[src/rtl/plab2_proc_fetch_unit_pkg.sv]
// Shared fetch front-end definitions: widths,
// reset vector and buffered response layout.
package plab2_proc_fetch_unit_pkg;

  localparam int XLEN    = 32;
  localparam int ENTRY_W = 64;

  localparam logic [XLEN-1:0] RESET_VECTOR = 32'h1000;

  typedef struct packed {
    logic [XLEN-1:0] pc_plus4;
    logic [XLEN-1:0] inst;
  } fetch_entry_t;

endpackage

[src/rtl/plab2_proc_fetch_unit_if.sv]
// Fetch unit handshake bundle: imem request/response,
// redirect from control, and the val/rdy path into D.
interface plab2_proc_fetch_unit_if;
  import plab2_proc_fetch_unit_pkg::*;

  logic            imemreq_val;
  logic            imemreq_rdy;
  logic [XLEN-1:0] imemreq_msg_addr;
  logic            imemresp_val;
  logic            imemresp_rdy;
  logic [XLEN-1:0] imemresp_msg_data;
  logic            redirect_val;
  logic [XLEN-1:0] redirect_pc;
  logic            inst_val_D;
  logic            inst_rdy_D;
  logic [XLEN-1:0] inst_D;
  logic [XLEN-1:0] pc_plus4_D;

  modport master (
    output imemreq_val, imemreq_msg_addr,
    input  imemreq_rdy,
    input  imemresp_val, imemresp_msg_data,
    output imemresp_rdy,
    input  redirect_val, redirect_pc,
    output inst_val_D, inst_D, pc_plus4_D,
    input  inst_rdy_D
  );

  modport slave (
    input  imemreq_val, imemreq_msg_addr,
    output imemreq_rdy,
    output imemresp_val, imemresp_msg_data,
    input  imemresp_rdy,
    output redirect_val, redirect_pc,
    input  inst_val_D, inst_D, pc_plus4_D,
    output inst_rdy_D
  );

endinterface

[src/rtl/plab2_proc_fetch_buffer.sv]
// Small circular FIFO with synchronous flush;
// head reads as zero while empty.
module plab2_proc_fetch_buffer #(
  parameter int DEPTH = 2,
  parameter int WIDTH = 64
) (
  input  logic                       clk,
  input  logic                       reset,
  input  logic                       flush,
  input  logic                       enq_val,
  input  logic [WIDTH-1:0]           enq_data,
  input  logic                       deq_val,
  output logic [WIDTH-1:0]           head,
  output logic                       full,
  output logic                       empty,
  output logic [$clog2(DEPTH+1)-1:0] occ
);

  localparam int PW = (DEPTH > 1) ? $clog2(DEPTH) : 1;
  localparam int CW = $clog2(DEPTH + 1);

  logic [WIDTH-1:0] mem [DEPTH];
  logic [PW-1:0]    rd_ptr;
  logic [PW-1:0]    wr_ptr;
  logic             do_enq;
  logic             do_deq;

  function automatic logic [PW-1:0] inc(
    input logic [PW-1:0] p
  );
    return (p == PW'(DEPTH - 1)) ? '0 : p + PW'(1);
  endfunction

  assign full   = (occ == CW'(DEPTH));
  assign empty  = (occ == '0);
  assign do_enq = enq_val && !full;
  assign do_deq = deq_val && !empty;
  assign head   = empty ? '0 : mem[rd_ptr];

  always_ff @(posedge clk) begin
    if (do_enq) mem[wr_ptr] <= enq_data;
  end

  always_ff @(posedge clk or negedge reset) begin
    if (!reset) begin
      rd_ptr <= '0;
      wr_ptr <= '0;
      occ    <= '0;
    end else if (flush) begin
      rd_ptr <= '0;
      wr_ptr <= '0;
      occ    <= '0;
    end else begin
      if (do_enq) wr_ptr <= inc(wr_ptr);
      if (do_deq) rd_ptr <= inc(rd_ptr);
      if (do_enq && !do_deq)
        occ <= occ + CW'(1);
      else if (!do_enq && do_deq)
        occ <= occ - CW'(1);
    end
  end

endmodule

[src/rtl/plab2_proc_fetch_unit.sv]
// Decoupled fetch front end: credit-limited imem issue,
// in-order response buffering and redirect squashing.
module plab2_proc_fetch_unit
  import plab2_proc_fetch_unit_pkg::*;
#(
  parameter logic [XLEN-1:0] p_reset_vector = RESET_VECTOR,
  parameter int              p_max_inflight = 2,
  parameter int              p_buf_depth    = 2
) (
  input logic                      clk,
  input logic                      reset,
  plab2_proc_fetch_unit_if.master  fetch
);

  localparam int TCW = $clog2(p_max_inflight + 1);
  localparam int RCW = $clog2(p_buf_depth + 1);

  logic [XLEN-1:0] pc_next;
  logic [XLEN-1:0] addr;
  logic [XLEN-1:0] tag_head;
  logic [TCW-1:0]  inflight_cnt;
  logic [TCW-1:0]  drop_cnt;
  logic [TCW-1:0]  tag_occ;
  logic [RCW-1:0]  occ;
  logic [3:0]      live;
  logic [3:0]      occ_eff;
  fetch_entry_t    head;
  fetch_entry_t    enq_entry;
  logic            req_fire;
  logic            resp_fire;
  logic            resp_live;
  logic            deq_fire;
  logic            rsp_empty;
  logic            rsp_full;
  logic            tag_full;
  logic            tag_empty;
  logic            unused_ok;

  assign addr = fetch.redirect_val
              ? fetch.redirect_pc : pc_next;
  assign fetch.imemreq_msg_addr = addr;
  assign fetch.imemresp_rdy     = reset;

  assign fetch.inst_val_D = !rsp_empty
                         && !fetch.redirect_val;
  assign fetch.inst_D     = head.inst;
  assign fetch.pc_plus4_D = head.pc_plus4;

  assign deq_fire  = fetch.inst_val_D
                  && fetch.inst_rdy_D;
  assign resp_fire = fetch.imemresp_val
                  && fetch.imemresp_rdy;
  assign resp_live = resp_fire && (drop_cnt == '0);

  // Credits count what survives this edge: a slot being
  // dequeued is free, and a redirect kills all live work.
  assign live    = fetch.redirect_val ? 4'd0
                 : 4'(inflight_cnt) - 4'(drop_cnt);
  assign occ_eff = fetch.redirect_val ? 4'd0
                 : 4'(occ) - 4'(deq_fire);

  assign fetch.imemreq_val = reset
    && (inflight_cnt < TCW'(p_max_inflight))
    && (live + occ_eff < 4'(p_buf_depth));

  assign req_fire = fetch.imemreq_val
                 && fetch.imemreq_rdy;

  assign enq_entry = '{
    pc_plus4: tag_head + 32'd4,
    inst:     fetch.imemresp_msg_data
  };

  assign unused_ok = ^{rsp_full, tag_full,
                       tag_empty, tag_occ};

  plab2_proc_fetch_buffer #(
    .DEPTH (p_buf_depth),
    .WIDTH (ENTRY_W)
  ) u_resp_buf (
    .clk      (clk),
    .reset    (reset),
    .flush    (fetch.redirect_val),
    .enq_val  (resp_live),
    .enq_data (enq_entry),
    .deq_val  (deq_fire),
    .head     (head),
    .full     (rsp_full),
    .empty    (rsp_empty),
    .occ      (occ)
  );

  plab2_proc_fetch_buffer #(
    .DEPTH (p_max_inflight),
    .WIDTH (XLEN)
  ) u_tag_buf (
    .clk      (clk),
    .reset    (reset),
    .flush    (1'b0),
    .enq_val  (req_fire),
    .enq_data (addr),
    .deq_val  (resp_fire),
    .head     (tag_head),
    .full     (tag_full),
    .empty    (tag_empty),
    .occ      (tag_occ)
  );

  always_ff @(posedge clk or negedge reset) begin
    if (!reset) begin
      pc_next      <= p_reset_vector;
      inflight_cnt <= '0;
      drop_cnt     <= '0;
    end else begin
      if (req_fire)
        pc_next <= addr + 32'd4;
      else if (fetch.redirect_val)
        pc_next <= fetch.redirect_pc;
      inflight_cnt <= inflight_cnt
                    + TCW'(req_fire)
                    - TCW'(resp_fire);
      if (fetch.redirect_val)
        drop_cnt <= inflight_cnt - TCW'(resp_fire);
      else if (resp_fire && drop_cnt != '0)
        drop_cnt <= drop_cnt - TCW'(1);
    end
  end

endmodule

[src/flat_wrapper.sv]
// flat-port wrapper written by rule: the top's interface ports become plain ports
module plab2_proc_fetch_unit_flat import plab2_proc_fetch_unit_pkg::*;
#(
  parameter logic [XLEN-1:0] p_reset_vector = RESET_VECTOR,
  parameter int              p_max_inflight = 2,
  parameter int              p_buf_depth    = 2
)
  (clk, reset, fetch_imemreq_val, fetch_imemreq_msg_addr, fetch_imemreq_rdy, fetch_imemresp_val, fetch_imemresp_msg_data, fetch_imemresp_rdy, fetch_redirect_val, fetch_redirect_pc, fetch_inst_val_D, fetch_inst_D, fetch_pc_plus4_D, fetch_inst_rdy_D);
  plab2_proc_fetch_unit_if fetch_i ();
  input logic clk;
  input logic reset;
  output wire logic [$bits(fetch_i.imemreq_val)-1:0] fetch_imemreq_val;
  output wire logic [$bits(fetch_i.imemreq_msg_addr)-1:0] fetch_imemreq_msg_addr;
  input wire logic [$bits(fetch_i.imemreq_rdy)-1:0] fetch_imemreq_rdy;
  input wire logic [$bits(fetch_i.imemresp_val)-1:0] fetch_imemresp_val;
  input wire logic [$bits(fetch_i.imemresp_msg_data)-1:0] fetch_imemresp_msg_data;
  output wire logic [$bits(fetch_i.imemresp_rdy)-1:0] fetch_imemresp_rdy;
  input wire logic [$bits(fetch_i.redirect_val)-1:0] fetch_redirect_val;
  input wire logic [$bits(fetch_i.redirect_pc)-1:0] fetch_redirect_pc;
  output wire logic [$bits(fetch_i.inst_val_D)-1:0] fetch_inst_val_D;
  output wire logic [$bits(fetch_i.inst_D)-1:0] fetch_inst_D;
  output wire logic [$bits(fetch_i.pc_plus4_D)-1:0] fetch_pc_plus4_D;
  input wire logic [$bits(fetch_i.inst_rdy_D)-1:0] fetch_inst_rdy_D;
  assign fetch_imemreq_val = fetch_i.imemreq_val;
  assign fetch_imemreq_msg_addr = fetch_i.imemreq_msg_addr;
  assign fetch_i.imemreq_rdy = fetch_imemreq_rdy;
  assign fetch_i.imemresp_val = fetch_imemresp_val;
  assign fetch_i.imemresp_msg_data = fetch_imemresp_msg_data;
  assign fetch_imemresp_rdy = fetch_i.imemresp_rdy;
  assign fetch_i.redirect_val = fetch_redirect_val;
  assign fetch_i.redirect_pc = fetch_redirect_pc;
  assign fetch_inst_val_D = fetch_i.inst_val_D;
  assign fetch_inst_D = fetch_i.inst_D;
  assign fetch_pc_plus4_D = fetch_i.pc_plus4_D;
  assign fetch_i.inst_rdy_D = fetch_inst_rdy_D;
  plab2_proc_fetch_unit #(.p_reset_vector(p_reset_vector), .p_max_inflight(p_max_inflight), .p_buf_depth(p_buf_depth)) u_core (.clk(clk), .reset(reset), .fetch(fetch_i));
endmodule
[config.mk]
export PLATFORM = sky130hd
export DESIGN_NAME = plab2_proc_fetch_unit_flat
export DESIGN_NICKNAME = d
export VERILOG_FILES = /design/src/rtl/plab2_proc_fetch_unit_pkg.sv /design/src/rtl/plab2_proc_fetch_unit_if.sv /design/src/rtl/plab2_proc_fetch_buffer.sv /design/src/rtl/plab2_proc_fetch_unit.sv /design/src/flat_wrapper.sv
export SDC_FILE = /design/constraint.sdc
export NUM_CORES = 1
export LEC_CHECK = 0
export BUFFER_PORTS_ARGS = -buffer_cell sky130_fd_sc_hd__buf_4
export CORE_UTILIZATION = 30
export DETAILED_ROUTE_END_ITERATION = 8
export GPL_TIMING_DRIVEN = 1
export PLACE_DENSITY = 0.59
export SLEW_MARGIN = 20
export SYNTH_ARGS = -nofsm -noshare
export SYNTH_HDL_FRONTEND = slang
export SYNTH_HIERARCHICAL = 1
export SYNTH_SLANG_ARGS = --single-unit
[constraint.sdc]
create_clock -name clk -period 7.65 [get_ports clk]
set_input_delay 0 -clock clk [delete_from_list [all_inputs] [get_ports clk]]
set_output_delay 0 -clock clk [all_outputs]
set_load 0.01 [all_outputs]
# After elaboration in Yosys (flattened, before gate mapping)
# Memories as Yosys holds them, arrays and structs flattened.
# Index checks and enable logic that the tools add are counted.
# W data, S select, Z words.
[totals]
inputBits = 70
wordCells = 91
mem_bits_rw = 192
reg_bits = 44
mem_count = 2
[op_classes]
eq_ne = 2
add_sub_neg = 17
n_mux = 25
n_reduce_logical = 34
order_cmp = 2
[memory_table]
columns = ["memory", "depth", "width", "read_ports", "rd_ports_with_merged_regs", "wr", "line", "rtl"]
rows = [
  ["u_core.u_resp_buf.mem", 2, 64, 1, 0, 1, "plab2_proc_fetch_buffer.sv:22", "logic [WIDTH-1:0] mem [DEPTH];"],
  ["u_core.u_tag_buf.mem", 2, 32, 1, 0, 1, "plab2_proc_fetch_buffer.sv:22", ""],
]
[op_table]
columns = ["operator", "count"]
rows = [
  ["$mux W32", 3],
  ["$add A32 B3 Y32 const B", 2],
  ["$mux W64", 1],
  ["$logic_and A1 B1 Y1", 16],
  ["$mux W2", 7],
  ["$mux W1", 12],
  ["$reduce_bool A2 Y1", 5],
  ["$logic_not A1 Y1", 9],
  ["$mux W4", 2],
  ["$logic_not A2 Y1", 3],
  ["$sub A2 B1 Y2 const B", 3],
  ["$add A1 B1 Y1 const B", 4],
  ["$add A2 B1 Y2 const B", 2],
  ["$add A4 B4 Y4", 1],
  ["$eq A2 B2 Y1 const B", 2],
  ["$lt A4 B2 Y1 const B", 1],
  ["$sub A2 B1 Y2", 2],
  ["$reduce_bool A3 Y1", 1],
  ["$sub A2 B1 Y3", 1],
  ["$sub A2 B2 Y3", 1],
  ["$add A2 B1 Y2", 1],
  ["$lt A2 B2 Y1 const B", 1],
]

# Depth between registers and ports, before layout
# Gate-level depths: netlist (run 1).
[logic_depth]
depth_word = 15
ltp_mapped = 21
ltp_nobuf = 17

# Cells and area by module
# The synthesis (run 1) kept the hierarchy.
[modules_own_cells]
columns = ["mod", "n_inst", "area_each_um2", "cells_per_inst"]
rows = [
  ["plab2_proc_fetch_buffer (u_core.u_resp_buf)", 1, 5031.1, 295],
  ["plab2_proc_fetch_unit", 1, 3236.9, 334],
  ["plab2_proc_fetch_buffer (u_core.u_tag_buf)", 1, 2610.0, 159],
]

# Worst setup path before layout (run 1)
# OpenSTA, ideal clock, no wires.
[synth_timing]
kind = "reg-to-reg"
from = "reg u_core.u_resp_buf.occ[1]"
to = "mem u_core/u_tag_buf/mem[1][0] in the netlist's numbering (enable)"
setup_time_ps = 468
synth_period_minus_slack_ps = 6111
path_slack_ps = 1539
path_stages_with_launch = 15
arrival_time_ps = 5643
cell_sequence = "dfrtp_1 > nor2_1 > clkbuf_1 > nor2_1 > and2_1 > ha_1 > ha_1 > or2_2 > fa_1 > nand2b_1 > o221ai_4 > and2_0 > buf_2 > inv_2 > nor3b_1"
[synth_via]
elab_chain_cells = 13
[synth_rtl]
columns = ["element", "line", "rtl"]
rows = [
  ["from (decl)", "plab2_proc_fetch_buffer.sv:16", "output logic [$clog2(DEPTH+1)-1:0] occ"],
  ["from (signal assigned)", "plab2_proc_fetch_buffer.sv:57", "occ <= occ + CW'(1);"],
  ["from (signal assigned)", "plab2_proc_fetch_buffer.sv:59", "occ <= occ - CW'(1);"],
  ["$logic_not A2 Y1", "plab2_proc_fetch_buffer.sv:35", "assign empty = (occ == '0);"],
  ["net u_core.rsp_empty", "plab2_proc_fetch_unit.sv:33", "logic rsp_empty;"],
  ["$logic_not A1 Y1", "plab2_proc_fetch_unit.sv:44", "assign fetch.inst_val_D = !rsp_empty"],
  ["$logic_and A1 B1 Y1", "plab2_proc_fetch_unit.sv:45", "&& !fetch.redirect_val;"],
  ["net fetch_inst_val_D", "flat_wrapper.sv:20", "output wire logic [$bits(fetch_i.inst_val_D)-1:0] fetch_inst_val_D;"],
  ["$logic_and A1 B1 Y1", "plab2_proc_fetch_unit.sv:50", "&& fetch.inst_rdy_D;"],
  ["net u_core.deq_fire", "plab2_proc_fetch_unit.sv:32", "logic deq_fire;"],
  ["$sub A2 B1 Y3", "plab2_proc_fetch_unit.sv:60", ": 4'(occ) - 4'(deq_fire);"],
  ["$mux W4", "plab2_proc_fetch_unit.sv:59", "assign occ_eff = fetch.redirect_val ? 4'd0"],
  ["$add A4 B4 Y4", "plab2_proc_fetch_unit.sv:64", "&& (live + occ_eff < 4'(p_buf_depth));"],
  ["$lt A4 B2 Y1", "plab2_proc_fetch_unit.sv:64", ""],
  ["$logic_and A1 B1 Y1", "plab2_proc_fetch_unit.sv:64", ""],
  ["$logic_and A1 B1 Y1", "plab2_proc_fetch_unit.sv:67", "&& fetch.imemreq_rdy;"],
  ["net u_core.req_fire", "plab2_proc_fetch_unit.sv:29", "logic req_fire;"],
  ["$logic_and A1 B1 Y1", "plab2_proc_fetch_buffer.sv:36", "assign do_enq = enq_val && !full;"],
  ["$mux W1", "plab2_proc_fetch_buffer.sv:41", "if (do_enq) mem[wr_ptr] <= enq_data;"],
  ["$mux W1 (not written as such)", "plab2_proc_fetch_buffer.sv:41", ""],
  ["to (decl)", "plab2_proc_fetch_buffer.sv:22", ""],
]
# The timed path passes the listed nets, and every way through them passes these cells.

# Worst setup path after layout (run 1)
[layout_timing]
from = "reg u_core.u_resp_buf.occ[1]"
to = "mem u_core/u_tag_buf/mem[0][21] in the netlist's numbering (enable)"
[layout_via]
elab_chain_cells = 13
[layout_rtl]
columns = ["element", "line"]
rows = [
  ["$logic_not A2 Y1", "plab2_proc_fetch_buffer.sv:35"],
  ["net u_core.rsp_empty", "plab2_proc_fetch_unit.sv:33"],
  ["$logic_not A1 Y1", "plab2_proc_fetch_unit.sv:44"],
  ["$logic_and A1 B1 Y1", "plab2_proc_fetch_unit.sv:45"],
  ["$logic_and A1 B1 Y1", "plab2_proc_fetch_unit.sv:50"],
  ["net u_core.deq_fire", "plab2_proc_fetch_unit.sv:32"],
  ["$sub A2 B1 Y3", "plab2_proc_fetch_unit.sv:60"],
  ["$mux W4", "plab2_proc_fetch_unit.sv:59"],
  ["$add A4 B4 Y4", "plab2_proc_fetch_unit.sv:64"],
  ["$lt A4 B2 Y1", "plab2_proc_fetch_unit.sv:64"],
  ["$logic_and A1 B1 Y1", "plab2_proc_fetch_unit.sv:64"],
  ["$logic_and A1 B1 Y1", "plab2_proc_fetch_unit.sv:67"],
  ["$logic_and A1 B1 Y1", "plab2_proc_fetch_buffer.sv:36"],
  ["$mux W1", "plab2_proc_fetch_buffer.sv:41"],
  ["$mux W1 (not written as such)", "plab2_proc_fetch_buffer.sv:41"],
]
# The timed path passes the listed nets, and every way through them passes these cells.

==> metrics.md, run 1 <==
| Metric | Value |
|---|---|
| Status | `finished, violations left` |
| Violated checks | `design-rule violations` |
| Cell Count, Final, Fillers Out | `1519` |
| FILL cells | `3374` |
| Post-Syn Area | `10900 um2` |
| Number of synthesized flops with an enable pin | `192` |
| Leakage | `5.26 nW` |
| CTS root buffer | `clkbuf_16` |
| CTS Sinks | `236` |
| Synth-to-Final Area Change | `31.1%` |
| H-Tree Depth | `1` |
| CTS tree | `done` |
| Post-CTS sizing | `0` |
| FFs w/ async S/R, synth | `18.6%` |
| Final Hold Vio Count | `0` |
| Yosys Warn Count | `6` |
| Crit-path cells | `nor2_4 > buf_4 > nor2_1 > and2_1 > ha_1 > ha_1 > or2_2 > fa_1 > nand4b_1 > a21oi_2 > and2_0 > inv_2 > or3_1 > inv_1 > buf_4` |
| Setup violators final | `0` |
| Layout net count | `1120` |
| Via density per instance | `4.44` |
| Commonest non-fill, non-tap cells in the layout | `192 x edfxtp_1, 176 x buf_4, 122 x nor2_1` |
| Clock Skew | `0.0109 ns` |
| Min Clock Period, post-route | `5.63 ns` |
| Synth area leaders | `edfxtp_1 53%, dfrtp_1 9.9%, mux2i_1 9.4%` |
| RSZ-0062 raised after global routing | `false` |
| Detailed-router iteration count before antenna repair | `7` |
| Die Ht | `192 um` |
| Crit-path max FO | `65` |
| Peak supply drop | `0.152 mV` |
| Delay of the slowest critical-path stage | `0.58 ns` |
| Buffer depth of the longest clock path | `3` |
| Final TNS setup | `0 ns` |
| Yosys reg bits | `236` |
| DR iter-0 viols | `314` |
| DR WL/cell | `15.6 um` |
| Slew @ Worst Pin | `0.978 ns` |
| Worst-path clk slew | `0.06 ns` |
| Post-synthesis sequential area ratio | `63.1%` |
| Largest net degree at the start of global routing | `70` |
| Max Cap Viol | `0` |
| Main synth FF type | `edfxtp_1` |
| Distinct cell type count after synthesis | `64` |
| Fmax achieved | `178 MHz` |
| Slack of the worst reg-to-reg path | `2.02 ns` |
| Type of origin of the critical path | `flop` |
| CP arrival | `5.85 ns` |
| First-pass GRT wire length | `36800 um` |
| N_diodes | `0` |
| Cell Pwr Density | `246 nW/um2` |
| Via count | `6746` |
| Most common cell after layout, fill and taps aside | `edfxtp_1` |
| Post-Syn Instances | `788` |
| Antenna violations before repair | `0` |
| Std-Cell Rows | `69` |
| Slew Limit Fails | `0` |
| Share of layout cells above drive strength 1 | `26.4%` |
| Critical path class | `reg -> reg` |
| Antenna viol nets, final | `0` |
| Crit end category | `flop` |
| Post-DP HPWL | `16200 um` |
| Vias in the first global route | `6676` |
| Post-Route WL | `23800 um` |
| Crit share post-route | `73.6%` |
| Gpl congestion | `0.788` |
| All-Layer GR Usage | `12.7%` |
| Worst skew pair latency | `0.53 ns` |
| Residual DRC | `32` |
| CTS buffer count | `27` |
| GR Overflow Total | `0` |
| Chip width | `192 um` |
| Number of port buffers | `168` |
| Placed insts | `1397` |
| Top-area cell type share of the netlist area | `53.0%` |
| Critical Path Slowest Stage Cell | `buf_4` |
| Die area | `37000 um2` |
| Average size of a mapped cell | `13.8 um2` |
| Rel. slew slack | `34.8%` |
| Ports | `169` |
| HP Class | `in -> reg` |
| Critical Path RT | `7.87 ns` |
| Top cell type by total area after synthesis | `edfxtp_1` |
| Std-Cell Core Area | `35700 um2` |
| Initial core utilization | `30.5%` |
## routing by layer
metal	GRT usage (%)	wire length [um]
met4	3.03	346
met1	18.1	11500
met3	1.98	1350
met2	20.0	10600
met5	0	0
## flip-flops by register name, summed over array words and instances, names as in the netlist, 2 cells and up
register and cells:
u_core/drop_cnt 2, u_core/u_resp_buf/occ 2, u_core/pc_next 32, u_core/inflight_cnt 2, u_core/u_resp_buf/mem 128, u_core/u_tag_buf/occ 2
u_core/u_tag_buf/mem 64
## Yosys cell counts, drive strengths merged, types with 8 or more instances
| master | n |
|---|---|
| a21oi | 10 |
| mux2 | 24 |
| dfrtp | 43 |
| ha | 11 |
| nor3 | 11 |
| nor2 | 124 |
| mux2i | 104 |
| nand4 | 18 |
| xnor2 | 37 |
| o21ai | 8 |
| nand3 | 20 |
| inv | 27 |
| buf | 28 |
| edfxtp | 192 |
| xor2 | 25 |
| nand2 | 29 |
## timing repair
item                      CTS  global route
hold buffers               72             0
hold endpoints to repair  197             0
buffers inserted            0             0
## worst paths after layout
| path | start | to | depth (start not counted) |
|---|---|---|---|
| setup / recovery | u_core/u_resp_buf/occ[1]$_DFFE_PN0P_ | u_core/u_tag_buf/mem[0][21]$_DFFE_PP_ | 15 |
| min in group asynchronous | reset | u_core/drop_cnt[0]$_DFFE_PN0P_ | 3 |
| setup reg to reg | u_core/u_resp_buf/occ[1]$_DFFE_PN0P_ | u_core/u_tag_buf/mem[0][21]$_DFFE_PP_ | 15 |
| max in group asynchronous | reset | u_core/pc_next[23]$_DFF_PN0_ | 3 |
| hold / removal | fetch_redirect_val | u_core/u_resp_buf/rd_ptr$_DFFE_PN0P_ | 2 |
| hold reg to reg | u_core/inflight_cnt[0]$_DFF_PN0_ | u_core/inflight_cnt[0]$_DFF_PN0_ | 1 |
## metrics by stage
stage	hold WS [ns]	util (%)	power (mW)	area [um2]	setup slack, ns
3_3_place_gp	-0.139	35.4	2.17	12600	2.13
4_1_cts	0.00909	40.0	3.56	14300	1.97
2_1_floorplan	-0.296	-	1.95	10900	1.54
3_5_place_dp	-0.141	35.4	2.18	12600	2.00
5_1_grt	0.0480	40.0	3.68	14300	1.55
6_report	0.0189	40.0	3.51	14300	2.02
## final cells by class
| class | instances | area (um2) | area share [%] |
|---|---|---|---|
| sequential | 236 | 6870 | 48.2 |
| multi-input combinational | 497 | 3740 | 26.2 |
| timing repair buffer | 248 | 2040 | 14.3 |
| clock buffer | 41 | 758 | 5.31 |
| tap | 461 | 577 | 4.04 |
| clock inverter | 9 | 174 | 1.22 |
| inverter | 27 | 101 | 0.710 |
## power breakdown
group | total, mW | internal, mW | switching, mW
sequential | 1.58 | 1.53 | 0.0499
clock | 1.33 | 0.849 | 0.484
combinational | 0.602 | 0.260 | 0.342
## worst max-delay path: cells and delay by family, from the launching register on
kind | cells | cell delay (ns)
buf+inv | 4 | 1.61
flops | 1 | 0.47
fa+ha+maj | 3 | 1.01
simple gates | 7 | 1.91
compound gates | 1 | 0.30
## cells by family after synthesis
kind of cell	after synthesis	share of synthesized area [%]
other	1	0.0345
adder cells (fa/ha/maj)	13	1.63
multiplexers	128	12.2
AND/OR/NAND/NOR	255	12.6
XOR/XNOR	62	4.99
AO/OA/AOI/OAI	35	2.68
flip-flops	236	63.1
buffers and inverters	58	2.73
(Power assumes the default switching activity.)
==> run 2: changes to the inputs <==
PLACE_DENSITY = 0.6   (was 0.59)
clock period = 4.8 ns   (was 7.65 ns; I/O delays follow)
==> run 2 against run 1 <==
  * The flow still finishes with violations (design-rule violations)
  * Core utilization is essentially flat
  * Combinational power rose by 62%
  * Flip-flop and latch count unchanged
  * Global-route usage up 0.066 points
  * Worst hold slack improved by 0.011 ns
  * Routed wire length is 1.1% higher
  * Fmax up 30%
  * Critical endpoint unchanged
==> metrics.md, run 2 (same netlist as run 1, synthesis figures left out) <==
| Metric | Value |
|---|---|
| Status | `finished, violations left` |
| Violated checks | `design-rule violations` |
| Worst skew pair latency | `0.54 ns (about the same)` |
| Number of port buffers | `168 (unchanged)` |
| Peak supply drop | `0.270 mV (+77%)` |
| Via count | `6779 (+0.49%)` |
| Worst setup margin | `0.456 ns (-1.56 ns)` |
| Biggest regs | `u_core/u_resp_buf/mem: 128 flops, u_core/u_tag_buf/mem: 64 flops, u_core/pc_next: 32 flops` |
| Via density per instance | `4.45 (about the same)` |
| Commonest non-fill, non-tap cells in the layout | `192 x edfxtp_1, 180 x buf_4, 122 x nor2_1` |
| Max Cap Viol | `0 (unchanged)` |
| Depth of the worst hold-timing path | `5 (+3)` |
| Synth-to-Final Area Change | `31.2% (about the same)` |
| Post-DP HPWL | `16600 um (+2.8%)` |
| Worst Min Path Start | `fetch_imemreq_rdy` |
| DR iter-0 viols | `267 (-15%)` |
| Hold Slack | `0.0300 ns (+0.0111 ns)` |
| N_diodes | `0 (unchanged)` |
| R2r endpoint | `u_core/u_tag_buf/mem[0][21]$_DFFE_PP_` |
| Largest net degree at the start of global routing | `65 (-7.1%)` |
| Initial core utilization | `30.5% (unchanged)` |
| Most common cell after layout, fill and taps aside | `edfxtp_1` |
| Std-Cell Core Area | `35700 um2 (unchanged)` |
| Std-Cell Rows | `69 (unchanged)` |
| Slew Limit Fails | `0 (unchanged)` |
| Min Clock Period, post-route | `4.34 ns (-1.29 ns)` |
| RSZ-0062 raised after global routing | `false` |
| Placed cell areas | `12600 um2 (+0.29%)` |
| FF-to-FF Start | `u_core/u_resp_buf/occ[1]$_DFFE_PN0P_` |
| Chip width | `192 um (unchanged)` |
| Antenna viol nets, final | `0 (unchanged)` |
| H-Tree Depth | `1 (unchanged)` |
| Largest register FFs | `128 (unchanged)` |
| Worst reg2reg path depth | `14 (-1)` |
| # Post-CTS Setup Buffers | `0 (unchanged)` |
| CP arrival | `4.56 ns (-1.29 ns)` |
| Setup violators final | `0 (unchanged)` |
| Residual DRC | `28 (-13%)` |
| Share of layout cells above drive strength 1 | `26.4% (+0.039 points)` |
| Endpoint, Worst Hold | `u_core/pc_next[5]$_DFF_PN0_` |
| Detailed-router iteration count before antenna repair | `6 (-1)` |
| Leakage | `5.27 nW (+0.12%)` |
| Vias in the first global route | `6496 (-2.7%)` |
| Final Hold Vio Count | `0 (unchanged)` |
| Cell Pwr Density | `386 nW/um2 (+57%)` |
| Critical path class | `reg -> reg` |
| Crit share post-route | `90.5% (+17 points)` |
| Crit-path max FO | `18 (-72%)` |
| DR WL/cell | `15.7 um (+0.68%)` |
| Top reg by flops | `u_core/u_resp_buf/mem` |
| Slew @ Worst Pin | `0.981 ns (+0.00354 ns)` |
| Final TNS setup | `0 ns (unchanged)` |
| CTS buffer count | `27 (unchanged)` |
| Worst-path clk slew | `0.06 ns (about the same)` |
| Ports | `169 (unchanged)` |
| Rel. slew slack | `34.6% (-0.24 points)` |
| HP Class | `in -> reg` |
| CTS tree | `done` |
| Gpl congestion | `0.756 (-4.1%)` |
| Critical Path RT | `5.02 ns (-2.85 ns)` |
| First-pass GRT wire length | `36600 um (-0.55%)` |
| All-Layer GR Usage | `12.7% (+0.066 points)` |
| CTS Sinks | `236 (unchanged)` |
| Type of origin of the critical path | `flop` |
| Layout net count | `1126 (+0.54%)` |
| Fmax achieved | `230 MHz (+30%)` |
| GR Overflow Total | `0 (unchanged)` |
| Design area | `14300 um2 (about the same)` |
| Buffer depth of the longest clock path | `3 (unchanged)` |
| Clock Skew | `0.00943 ns (-0.00147 ns)` |
| Die Ht | `192 um (unchanged)` |
| Crit end category | `flop` |
| Antenna violations before repair | `0 (unchanged)` |
| Placement Setup Slack | `0.359 ns (-1.64 ns)` |
| Finished Core Util | `40.0% (about the same)` |
| Slack of the worst reg-to-reg path | `0.46 ns (-1.56 ns)` |
| Post-Route WL | `24000 um (+1.1%)` |
| CTS root buffer | `clkbuf_16` |
| Die area | `37000 um2 (unchanged)` |
## run 2: cell types whose count changed in the layout (fill, tap and decap cells not counted), sizes merged
| cell | before | now |
|---|---|---|
| inv | 28 | 30 |
| dlygate4sd3 | 72 | 74 |
| bufinv | 5 | 3 |
| clkbuf | 41 | 37 |
| clkinv | 3 | 7 |
| buf | 176 | 180 |
## run 2: routing by layer
metal,global-route usage (%),share of wire (%),vias up
li1,-,-,3364
met1,18.2,48,3216
met2,19.9,44,163
met3,2.00,5.4,36
met4,3.60,2.2,0
met5,0,0,-
## run 2: through the flow
step	total power, mW	instances
final	5.51	1525
after detailed placement	3.49	1401
after floorplan	3.11	791
after global routing	5.79	1525
after global placement	3.47	1401
after CTS	5.60	1525
## run 2: what timing repair did
action / in CTS / in global routing
endpoints found under the hold margin: 205 / 0
hold buffers: 74 / 0
endpoints found under the setup margin: 0 / 18
resized for setup: 0 / 1
## run 2: report_power, final
group / total [mW] / switching [mW] / leakage (nW) / internal, mW
logic: 0.973 / 0.551 / 2.55 / 0.422
registers: 2.51 / 0.0798 / 2.29 / 2.43
clock network: 2.02 / 0.799 / 0.430 / 1.22
total: 5.51 / 1.43 / 5.27 / 4.08
## run 2: area by class of cell
type / instances / area (um2)
Clock buffer: 37 / 723
Clock inverter: 13 / 161
Fill cell: 3360 / 21400
Inverter: 27 / 101
Multi-Input combinational cell: 497 / 3750
Sequential cell: 236 / 6870
Tap cell: 461 / 577
Timing Repair Buffer: 254 / 2090
## run 2: how the worst max path moves through the flow
stage / slack, ns / startpoint / cells past startpoint / end
floorplan: 0.12 / u_core/u_resp_buf/occ[1]$_DFFE_PN0P_ / 15 / u_core/u_tag_buf/mem[0][0]$_DFFE_PP_
global placement: 0.48 / u_core/u_resp_buf/occ[1]$_DFFE_PN0P_ / 14 / u_core/u_tag_buf/mem[0][24]$_DFFE_PP_
detailed placement: 0.36 / u_core/u_resp_buf/occ[1]$_DFFE_PN0P_ / 14 / u_core/u_tag_buf/mem[0][24]$_DFFE_PP_
CTS: 0.32 / u_core/u_resp_buf/occ[1]$_DFFE_PN0P_ / 14 / u_core/u_tag_buf/mem[0][21]$_DFFE_PP_
global route: 0.13 / u_core/u_resp_buf/occ[1]$_DFFE_PN0P_ / 14 / u_core/u_tag_buf/mem[0][21]$_DFFE_PP_
finish: 0.46 / u_core/u_resp_buf/occ[1]$_DFFE_PN0P_ / 14 / u_core/u_tag_buf/mem[0][21]$_DFFE_PP_
## run 2: worst max-delay path: stages, from the launching register on
cell and delay [ns]:
dfrtp_1 0.47, nor2_4 0.15, nor2_1 0.05, and2_1 0.23, ha_1 0.21, ha_1 0.26
or2_2 0.30, fa_1 0.56, nand4b_1 0.20, a21oi_2 0.31, and2_1 0.42, inv_2 0.11
or3_1 0.40, inv_1 0.08, buf_4 0.26
